**src/rtl/hfrv_mem_arbiter_if.sv**
```systemverilog
// Shared-memory bus bundle between the CPU port, the DMA master and the memory.
// The master modport is the arbiter's view; slave is the surrounding environment.
interface hfrv_mem_arbiter_if;
  logic [31:0] cpu_address;
  logic [31:0] cpu_data_write;
  logic [3:0]  cpu_data_we;
  logic [31:0] cpu_data_read;
  logic        cpu_stall;

  logic        dma_req;
  logic [31:0] dma_address;
  logic [31:0] dma_data_write;
  logic [3:0]  dma_data_we;
  logic        dma_gnt;
  logic        dma_rvalid;
  logic [31:0] dma_data_read;

  logic [31:0] mem_address;
  logic [31:0] mem_data_write;
  logic [3:0]  mem_data_we;
  logic [31:0] mem_data_read;

  modport master (
    input  cpu_address, cpu_data_write, cpu_data_we,
    output cpu_data_read, cpu_stall,
    input  dma_req, dma_address, dma_data_write, dma_data_we,
    output dma_gnt, dma_rvalid, dma_data_read,
    output mem_address, mem_data_write, mem_data_we,
    input  mem_data_read
  );

  modport slave (
    output cpu_address, cpu_data_write, cpu_data_we,
    input  cpu_data_read, cpu_stall,
    output dma_req, dma_address, dma_data_write, dma_data_we,
    input  dma_gnt, dma_rvalid, dma_data_read,
    input  mem_address, mem_data_write, mem_data_we,
    output mem_data_read
  );
endinterface

```
**src/rtl/hfrv_mem_arbiter.sv**
```systemverilog
// Two-state CPU/DMA arbiter for a single shared memory port; DMA bursts are
// capped at MAX_BURST grants, after which the CPU always gets at least one cycle.
module hfrv_mem_arbiter #(
  parameter int unsigned MAX_BURST = 4
) (
  input  logic                 clk,
  input  logic                 reset,
  input  logic                 stall_in,
  output logic [15:0]          stall_cycles,
  hfrv_mem_arbiter_if.master   bus
);

  localparam logic [0:0] CPU_OWN = 1'b0;
  localparam logic [0:0] DMA_OWN = 1'b1;
  localparam logic [7:0] BURST_LAST = 8'(MAX_BURST - 1);

  logic [0:0]  state_q, state_d;
  logic [7:0]  burst_cnt_q, burst_cnt_d;
  logic        dma_rvalid_q, dma_rvalid_d;
  logic [15:0] stall_cycles_q, stall_cycles_d;

  logic dma_own;
  logic gnt;
  logic stall;

  assign dma_own = (state_q == DMA_OWN);
  assign gnt     = dma_own && bus.dma_req;
  assign stall   = stall_in || dma_own;

  assign bus.dma_gnt        = gnt;
  assign bus.cpu_stall      = stall;
  assign bus.dma_rvalid     = dma_rvalid_q;
  assign bus.cpu_data_read  = bus.mem_data_read;
  assign bus.dma_data_read  = bus.mem_data_read;
  assign bus.mem_address    = dma_own ? bus.dma_address    : bus.cpu_address;
  assign bus.mem_data_write = dma_own ? bus.dma_data_write : bus.cpu_data_write;
  // Byte enables are masked when DMA owns the bus but is not requesting.
  assign bus.mem_data_we    = dma_own ? (bus.dma_req ? bus.dma_data_we : '0)
                                      : bus.cpu_data_we;
  assign stall_cycles       = stall_cycles_q;

  always_comb begin
    state_d = state_q;
    case (state_q)
      CPU_OWN: if (bus.dma_req) state_d = DMA_OWN;
      DMA_OWN: if (!bus.dma_req || (gnt && burst_cnt_q == BURST_LAST))
                 state_d = CPU_OWN;
      default: state_d = CPU_OWN;
    endcase
  end

  always_comb begin
    burst_cnt_d = burst_cnt_q;
    if (state_d == CPU_OWN) begin
      burst_cnt_d = '0;
    end else if (gnt) begin
      burst_cnt_d = burst_cnt_q + 8'd1;
    end
  end

  always_comb begin
    dma_rvalid_d   = gnt && (bus.dma_data_we == 4'b0000);
    stall_cycles_d = stall_cycles_q;
    if (stall && stall_cycles_q != '1) begin
      stall_cycles_d = stall_cycles_q + 16'd1;
    end
  end

  always_ff @(posedge clk or posedge reset) begin
    if (reset) begin
      state_q        <= CPU_OWN;
      burst_cnt_q    <= '0;
      dma_rvalid_q   <= 1'b0;
      stall_cycles_q <= '0;
    end else begin
      state_q        <= state_d;
      burst_cnt_q    <= burst_cnt_d;
      dma_rvalid_q   <= dma_rvalid_d;
      stall_cycles_q <= stall_cycles_d;
    end
  end

endmodule

```
**src/flat_wrapper.sv**
```systemverilog
// flat-port wrapper written by rule: the top's interface ports become plain ports
module hfrv_mem_arbiter_flat 
#(
  parameter int unsigned MAX_BURST = 4
)
  (clk, reset, stall_in, stall_cycles, bus_cpu_address, bus_cpu_data_write, bus_cpu_data_we, bus_cpu_data_read, bus_cpu_stall, bus_dma_req, bus_dma_address, bus_dma_data_write, bus_dma_data_we, bus_dma_gnt, bus_dma_rvalid, bus_dma_data_read, bus_mem_address, bus_mem_data_write, bus_mem_data_we, bus_mem_data_read);
  hfrv_mem_arbiter_if bus_i ();
  input  logic clk;
  input  logic reset;
  input  logic stall_in;
  output logic [15:0] stall_cycles;
  input wire logic [$bits(bus_i.cpu_address)-1:0] bus_cpu_address;
  input wire logic [$bits(bus_i.cpu_data_write)-1:0] bus_cpu_data_write;
  input wire logic [$bits(bus_i.cpu_data_we)-1:0] bus_cpu_data_we;
  output wire logic [$bits(bus_i.cpu_data_read)-1:0] bus_cpu_data_read;
  output wire logic [$bits(bus_i.cpu_stall)-1:0] bus_cpu_stall;
  input wire logic [$bits(bus_i.dma_req)-1:0] bus_dma_req;
  input wire logic [$bits(bus_i.dma_address)-1:0] bus_dma_address;
  input wire logic [$bits(bus_i.dma_data_write)-1:0] bus_dma_data_write;
  input wire logic [$bits(bus_i.dma_data_we)-1:0] bus_dma_data_we;
  output wire logic [$bits(bus_i.dma_gnt)-1:0] bus_dma_gnt;
  output wire logic [$bits(bus_i.dma_rvalid)-1:0] bus_dma_rvalid;
  output wire logic [$bits(bus_i.dma_data_read)-1:0] bus_dma_data_read;
  output wire logic [$bits(bus_i.mem_address)-1:0] bus_mem_address;
  output wire logic [$bits(bus_i.mem_data_write)-1:0] bus_mem_data_write;
  output wire logic [$bits(bus_i.mem_data_we)-1:0] bus_mem_data_we;
  input wire logic [$bits(bus_i.mem_data_read)-1:0] bus_mem_data_read;
  assign bus_i.cpu_address = bus_cpu_address;
  assign bus_i.cpu_data_write = bus_cpu_data_write;
  assign bus_i.cpu_data_we = bus_cpu_data_we;
  assign bus_cpu_data_read = bus_i.cpu_data_read;
  assign bus_cpu_stall = bus_i.cpu_stall;
  assign bus_i.dma_req = bus_dma_req;
  assign bus_i.dma_address = bus_dma_address;
  assign bus_i.dma_data_write = bus_dma_data_write;
  assign bus_i.dma_data_we = bus_dma_data_we;
  assign bus_dma_gnt = bus_i.dma_gnt;
  assign bus_dma_rvalid = bus_i.dma_rvalid;
  assign bus_dma_data_read = bus_i.dma_data_read;
  assign bus_mem_address = bus_i.mem_address;
  assign bus_mem_data_write = bus_i.mem_data_write;
  assign bus_mem_data_we = bus_i.mem_data_we;
  assign bus_i.mem_data_read = bus_mem_data_read;
  hfrv_mem_arbiter #(.MAX_BURST(MAX_BURST)) u_core (.clk(clk), .reset(reset), .stall_in(stall_in), .stall_cycles(stall_cycles), .bus(bus_i));
endmodule
```
**config.mk**
```make
export PLATFORM = sky130hd
export DESIGN_NAME = hfrv_mem_arbiter_flat
export DESIGN_NICKNAME = d
export VERILOG_FILES = /design/src/rtl/hfrv_mem_arbiter_if.sv /design/src/rtl/hfrv_mem_arbiter.sv /design/src/flat_wrapper.sv
export SDC_FILE = /design/constraint.sdc
export NUM_CORES = 1
export LEC_CHECK = 0
export CAP_MARGIN = 20
export CORE_AREA = 2 2 125 127
export CTS_CLUSTER_DIAMETER = 30
export DETAILED_ROUTE_END_ITERATION = 7
export DIE_AREA = 0 0 127 129
export PLACE_DENSITY = 0.61
export SYNTH_ARGS = -nofsm -noshare
export SYNTH_HDL_FRONTEND = slang
export SYNTH_SLANG_ARGS = --single-unit
```
**constraint.sdc**
```tcl
create_clock -name clk -period 5.2 [get_ports clk]
set_clock_uncertainty 0.1 [all_clocks]
set_input_delay 1.04 -clock clk [delete_from_list [all_inputs] [get_ports clk]]
set_output_delay 1.04 -clock clk [all_outputs]
set_load 0.1 [all_outputs]
```
==> metrics.cfg <==
[status]
status=finished clean

[cts]
cts-root-buf=clkbuf_16
clk_latency_ns=0.26
clk_pin_slew_worst_paths_ns=0.07
h-tree-depth=1
cts_tree=yes
cts_made_buffers=3
cts.sinks=26
cts_hold_buf=0
clk_path_buf_depth=2
post_cts_resized=0
cts_setup_buffers=0

[timing]
maxSlewHeadroom=0.334
fin_ws_ns=1.24
rsz0062_at_grt=no
setup_viol=0
hold_viol=0
period_needed_ns=3.96
fin_setup_tns_ns=0
drv_slew=0
clock.fmax_mhz=252
post-route-period-util=0.762
whs_ns=0.398
worst_slew_pin_slew_ns=0.996

[floorplanning]
dieArea_mm2=0.0164
start_util=0.171
core_mm2=0.0150
rows=45
die_w_um=127
io_pins=323
die_h_um=129

[synth]
yosysWarnings=0
synth_seq_area_share=0.254
synth.ff_latch_count=26
yosys.area.top_type=mux2_2
synth.area.top_cells=mux2_2, dfrtp_1, buf_4, xnor2_1, nand2_1
synth_top_cell_area_share=0.286
synthDistinctLibCells=33
synth_fp_nets=441
synth.avg_cell_area_um2=9.59
syn_inst=267
syn-cell-area_mm2=0.00256

[placed_design]
dp.cells=609
gp_congestion=0.834
dpl_worst_slack_ns=1.24
hpwl_um=8970
port_buffers=226

[finish]
mostFrequentLayoutCells=clkdlybuf4s50_1, mux2_2, buf_4
fin_cells=614
fillers=1561
layout.nets=601
area_delta_synth_final_pct=78.1
layout_commonest_cell=clkdlybuf4s50_1
post_route_cells_drive_above_1_share=0.270
diodes=0

[detailed_routing]
route.vias.total=2459
drt-wirelength-per-cell_um=17.0
post-route-drc-count=0
drtIter0Drc=88
viasPerCell=4.00
antenna_left=0
routed_wl_um=10400
first_pass_iters=4

[critical_path]
cp.arrival_ns=2.82
worstPathRequired_ns=4.06
r2r-start=u_core.stall_cycles[0]
critPathKind=input port to primary output
slowest_delay_ns=1.12
cp_slowest_cell=clkdlybuf4s50_1
crit_fanout=1
path_delay_family=buffers and inverters
reg2reg_slack_ns=3.24
reg2regPathDepth=5
r2r-end=u_core.stall_cycles[1]
crit_chain=clkdlybuf4s50_1, mux2_2, clkdlybuf4s50_1
end_kind=primary output
cp-start-kind=input port
crit_top_cell=clkdlybuf4s50_1
worst-path-buf-inv=2

[min_path]
holdPathStages=1
hp-start=u_core.stall_cycles[14]
hold_path_end=u_core.stall_cycles[14]
hold_class=flip-flop to flip-flop

[global_route]
antenna_found_initial=0
grt_use_total=0.110
grt_max_degree=65
overflow=0
grt_pass1_wl_um=13900
grt_pass1_vias=2486

[power_and_ir_drop]
power-per-cell-area_mw_per_mm2=295
leakagePower_nw=1.81
peakVddDrop_uv=248

[run]
maxCapViolations=0

cells by family after synthesis:
group / share of synthesized area
simple gates: 0.128
fa+ha+maj: 0.00977
flops: 0.254
compound gates: 0.0469
mux: 0.286
xor+xnor: 0.0582
buf+inv: 0.217
registers in the layout (all words and copies together), names as in the netlist:
| name | count |
|---|---|
| u_core.stall_cycles | 16 |
| u_core.burst_cnt_q | 8 |
| u_core.bus.dma_rvalid | 1 |
| u_core.dma_own | 1 |
power by group:
part           switching [mW]  internal, mW  leakage, nW  total (mW)
Combinational           0.628         0.270         1.43       0.898
Sequential             0.0433         0.232        0.343       0.275
Clock                  0.0656         0.105       0.0382       0.170
Total                   0.737         0.607         1.81        1.34
synthesized netlist by cell type:
cell / instances
a211oi_1: 1
a21boi_0: 1
a21o_1: 2
a21oi_1: 3
a41oi_2: 1
and2_1: 2
and3_1: 5
buf_2: 6
buf_4: 65
clkbuf_1: 2
dfrtp_1: 26
ha_1: 2
inv_1: 8
mux2_2: 65
nand2_1: 16
nand2b_4: 1
nand3_1: 6
nand4_1: 7
nor2_1: 6
nor2b_1: 2
nor3_1: 4
nor3b_1: 2
nor4_1: 1
nor4_4: 1
o2111ai_1: 1
o21ai_0: 8
o21ai_1: 2
or2b_1: 1
or4_1: 1
or4b_1: 1
or4b_4: 1
xnor2_1: 13
xor2_1: 4
stage by stage:
step / cell area, µm² / util / power [mW]
2_1_floorplan: 2560 / - / 1.14
3_3_place_gp: 4450 / 0.297 / 1.17
3_5_place_dp: 4450 / 0.297 / 1.18
4_1_cts: 4530 / 0.303 / 1.35
5_1_grt: 4560 / 0.304 / 1.39
6_report: 4560 / 0.304 / 1.34
how the worst max path moves through the flow:
| stage | from | endpoint | slack [ns] | cells after the start |
|---|---|---|---|---|
| 2_1_floorplan | bus_cpu_data_we[0] | bus_mem_data_we[0] | 0.90 | 2 |
| 5_1_grt | bus_dma_address[2] | bus_mem_address[2] | 1.22 | 3 |
| 6_report | bus_dma_address[2] | bus_mem_address[2] | 1.24 | 3 |
| 3_3_place_gp | bus_dma_address[2] | bus_mem_address[2] | 1.26 | 3 |
| 4_1_cts | bus_dma_address[2] | bus_mem_address[2] | 1.24 | 3 |
| 3_5_place_dp | bus_dma_address[2] | bus_mem_address[2] | 1.24 | 3 |
layer usage:
| layer | vias up | share of wire | global-route usage |
|---|---|---|---|
| met5 | - | 0 | 0 |
| met4 | 0 | 0.019 | 0.0265 |
| met3 | 37 | 0.11 | 0.0457 |
| met2 | 122 | 0.48 | 0.177 |
| met1 | 1127 | 0.39 | 0.138 |
| li1 | 1173 | - | - |
final cells by class:
| class | count | area (µm²) | share of cell area |
|---|---|---|---|
| Inverter | 8 | 30.0 | 0.00659 |
| Clock buffer | 4 | 78.8 | 0.0173 |
| Timing Repair Buffer | 228 | 2210 | 0.485 |
| Sequential cell | 26 | 652 | 0.143 |
| Tap cell | 188 | 235 | 0.0516 |
| Multi-Input combinational cell | 160 | 1350 | 0.297 |
Note: power is estimated with default switching activity, not from simulation.
==> RTL edit: new RTL, config.mk and constraints unchanged <==
Reset style: synchronous (`reset`), changed in one clocked block.
--- a/src/rtl/hfrv_mem_arbiter.sv
+++ b/src/rtl/hfrv_mem_arbiter.sv
@@ -66,7 +66,7 @@
     end
   end
 
-  always_ff @(posedge clk or posedge reset) begin
+  always_ff @(posedge clk) begin
     if (reset) begin
       state_q        <= CPU_OWN;
       burst_cnt_q    <= '0;
Formal check against the unedited RTL: differs if reset is asserted again (counterexample within 4 cycles, from zero or initial values and one cycle with reset high); with reset held inactive, the same outputs for 10 cycles.
==> RTL edit against the original RTL <==
- maximum frequency is 0.11% higher
- area after synthesis is 3.0% higher
- wire length is 0.14% lower
- die area stayed put
- worst setup slack better by 4.5 ps
- combinational power is 35% lower
- total power is 25% lower
- sequential cell count stayed put
- clock power is 20% higher
- final area is 1.3% higher
- critical path depth stayed put
- largest power group unchanged
==> RTL edit: results (changes against the original RTL) <==
* First drt pass iteration count at 4 (unchanged)
* Synth cell count leaders: buf_4 (64), mux2_2 (58), dfxtp_1 (26), nor2_1 (24), inv_1 (11)
* Placed inst area at 4520 um2 (+1.5%)
* DR iter-0 viols at 43 (-51%)
* RD Place Congestion at 0.805 (-3.5%)
* Syn. warnings at 0 (unchanged)
* Max FO, Critical Path at 1 (unchanged)
* CTS buffer count at 3 (unchanged)
* Clk pin slew, worst setup/hold paths at 60 ps
* Ys async rst share at 0% (-100 points)
* Leakage at 0.00178 uW (-2.2%)
* Post-CTS Setup Inserts at 0 (unchanged)
* Critical path arrival at 2820 ps (about the same)
* Largest net degree at the start of global routing at 67 (+3.1%)
* Top post-synthesis cells by area: mux2_2 (25%), dfxtp_1 (20%), buf_4 (18%), mux2_1 (4.3%), nor2_1 (3.4%)
* PostCTS Resize Cnt at 0 (unchanged)
* Total Routing Usage GR at 11.6% (+0.61 points)
* Kind of cell adding the most delay to the critical path: buffers and inverters
* Worst skew pair latency at 260 ps (about the same)
* CTS root buf: clkbuf_16
* Worst slew pin tran at 1000 ps (+4.67 ps)
* H-Tree Depth at 1 (unchanged)
* Worst path slowest cell: clkdlybuf4s50_1
* Register area share after synthesis at 19.7% (-5.7 points)
* Longest Clk Path Bufs at 2 (unchanged)
* Most used DFF post-synth: dfxtp_1
* Status: finished, final reports clean
* Share of post-route cells with drive strength above 1 at 24.9% (-2.1 points)
* Vias in the first global route at 2628 (+5.7%)
* Max FFs per register at 16 (unchanged)
* Via density per instance at 4.14 (+3.3%)
* Port bufs at 226 (unchanged)
* Pre-CTS setup slack at 1240 ps (+4.35 ps)
* Antenna Cells at 0 (unchanged)
* Half-perimeter wire length after placement at 8.78 mm (-2.2%)
* # nets final at 621 (+3.3%)
* Worst hold path class: reg2reg
* Slew Viols, Final at 0 (unchanged)
* Maximum vdd drop at 0.110 mV (-55%)
* CP max stage delay at 1130 ps
* Post-Route WL at 10.4 mm (-0.14%)
* Synth cell types at 40 (+21%)
* Syn Nets at 464 (+5.2%)
* Initial antenna violation count at 0 (unchanged)
* First-pass GRT wire length at 15.0 mm (+7.6%)
* Syn Inst Count at 290 (+8.6%)
## RTL edit: cell types whose count changed in the layout (fill, tap and decap cells not counted), moves of 3 or more
cell / delta
mux2i_1: +4
a21oi_1: +3
mux2_1: +10
xor2_1: +3
nor2_1: +18
dfxtp_1: +25
dfrtp_1: -25
mux2_2: -7
inv_1: +3
nand4_4: +3
o31ai_1: +3
xnor2_1: -10
nand2_1: -7
## RTL edit: per-layer routing
metal / part of all wire (%) / GRT usage, % / vias up
li1: - / - / 1266
met1: 39 / 13.1 / 1170
met2: 50 / 21.9 / 177
met3: 10 / 3.74 / 10
met4: 0.95 / 1.62 / 0
met5: 0 / 0 / -
## RTL edit: path summary, 6_finish.rpt
kind,start,endpoint,slack (ps),depth (start not counted)
worst max-delay path,bus_dma_data_write[6],bus_mem_data_write[6],1240,3
worst min-delay path,u_core.stall_cycles[1],u_core.stall_cycles[1],430,2
worst max register to register,u_core.dma_own,u_core.stall_cycles[9],2560,5
worst min register to register,u_core.stall_cycles[1],u_core.stall_cycles[1],430,2
## RTL edit: area by class of cell
cell class,count,area (um2)
clock buffers,4,100
fillers,1568,10400
multi-input cells,178,1540
well taps,188,235
repair buffers,227,2170
flip-flops and latches,26,524
inverters,11,41.3
## RTL edit: logic make-up (layout without fill, tap and decap cells)
kind of cell	after synthesis	after routing	share of synthesized area, %
flops	26	26	19.7
simple gates	72	72	18.0
fa+ha+maj	2	2	0.949
compound gates	22	22	5.69
xor+xnor	10	10	3.32
buf+inv	86	242	21.7
mux	72	72	30.6
## RTL edit: report_power, final
part	total (uW)	leakage, uW	internal [uW]	switching [uW]
combinational	586	0.00152	193	393
clock	204	0.0000493	134	70.1
sequential	214	0.000211	202	12.7
## RTL edit: worst min-delay path: stages, from the launching register on
cell and delay (ps):
dfxtp_1 340, nand2b_1 80, mux2i_1 60
## RTL edit: metrics by stage
step | total power, uW | instances
finish | 1000 | 634
global route | 1040 | 634
floorplan | 840 | 290
detailed placement | 808 | 630
global placement | 806 | 630
CTS | 1020 | 634
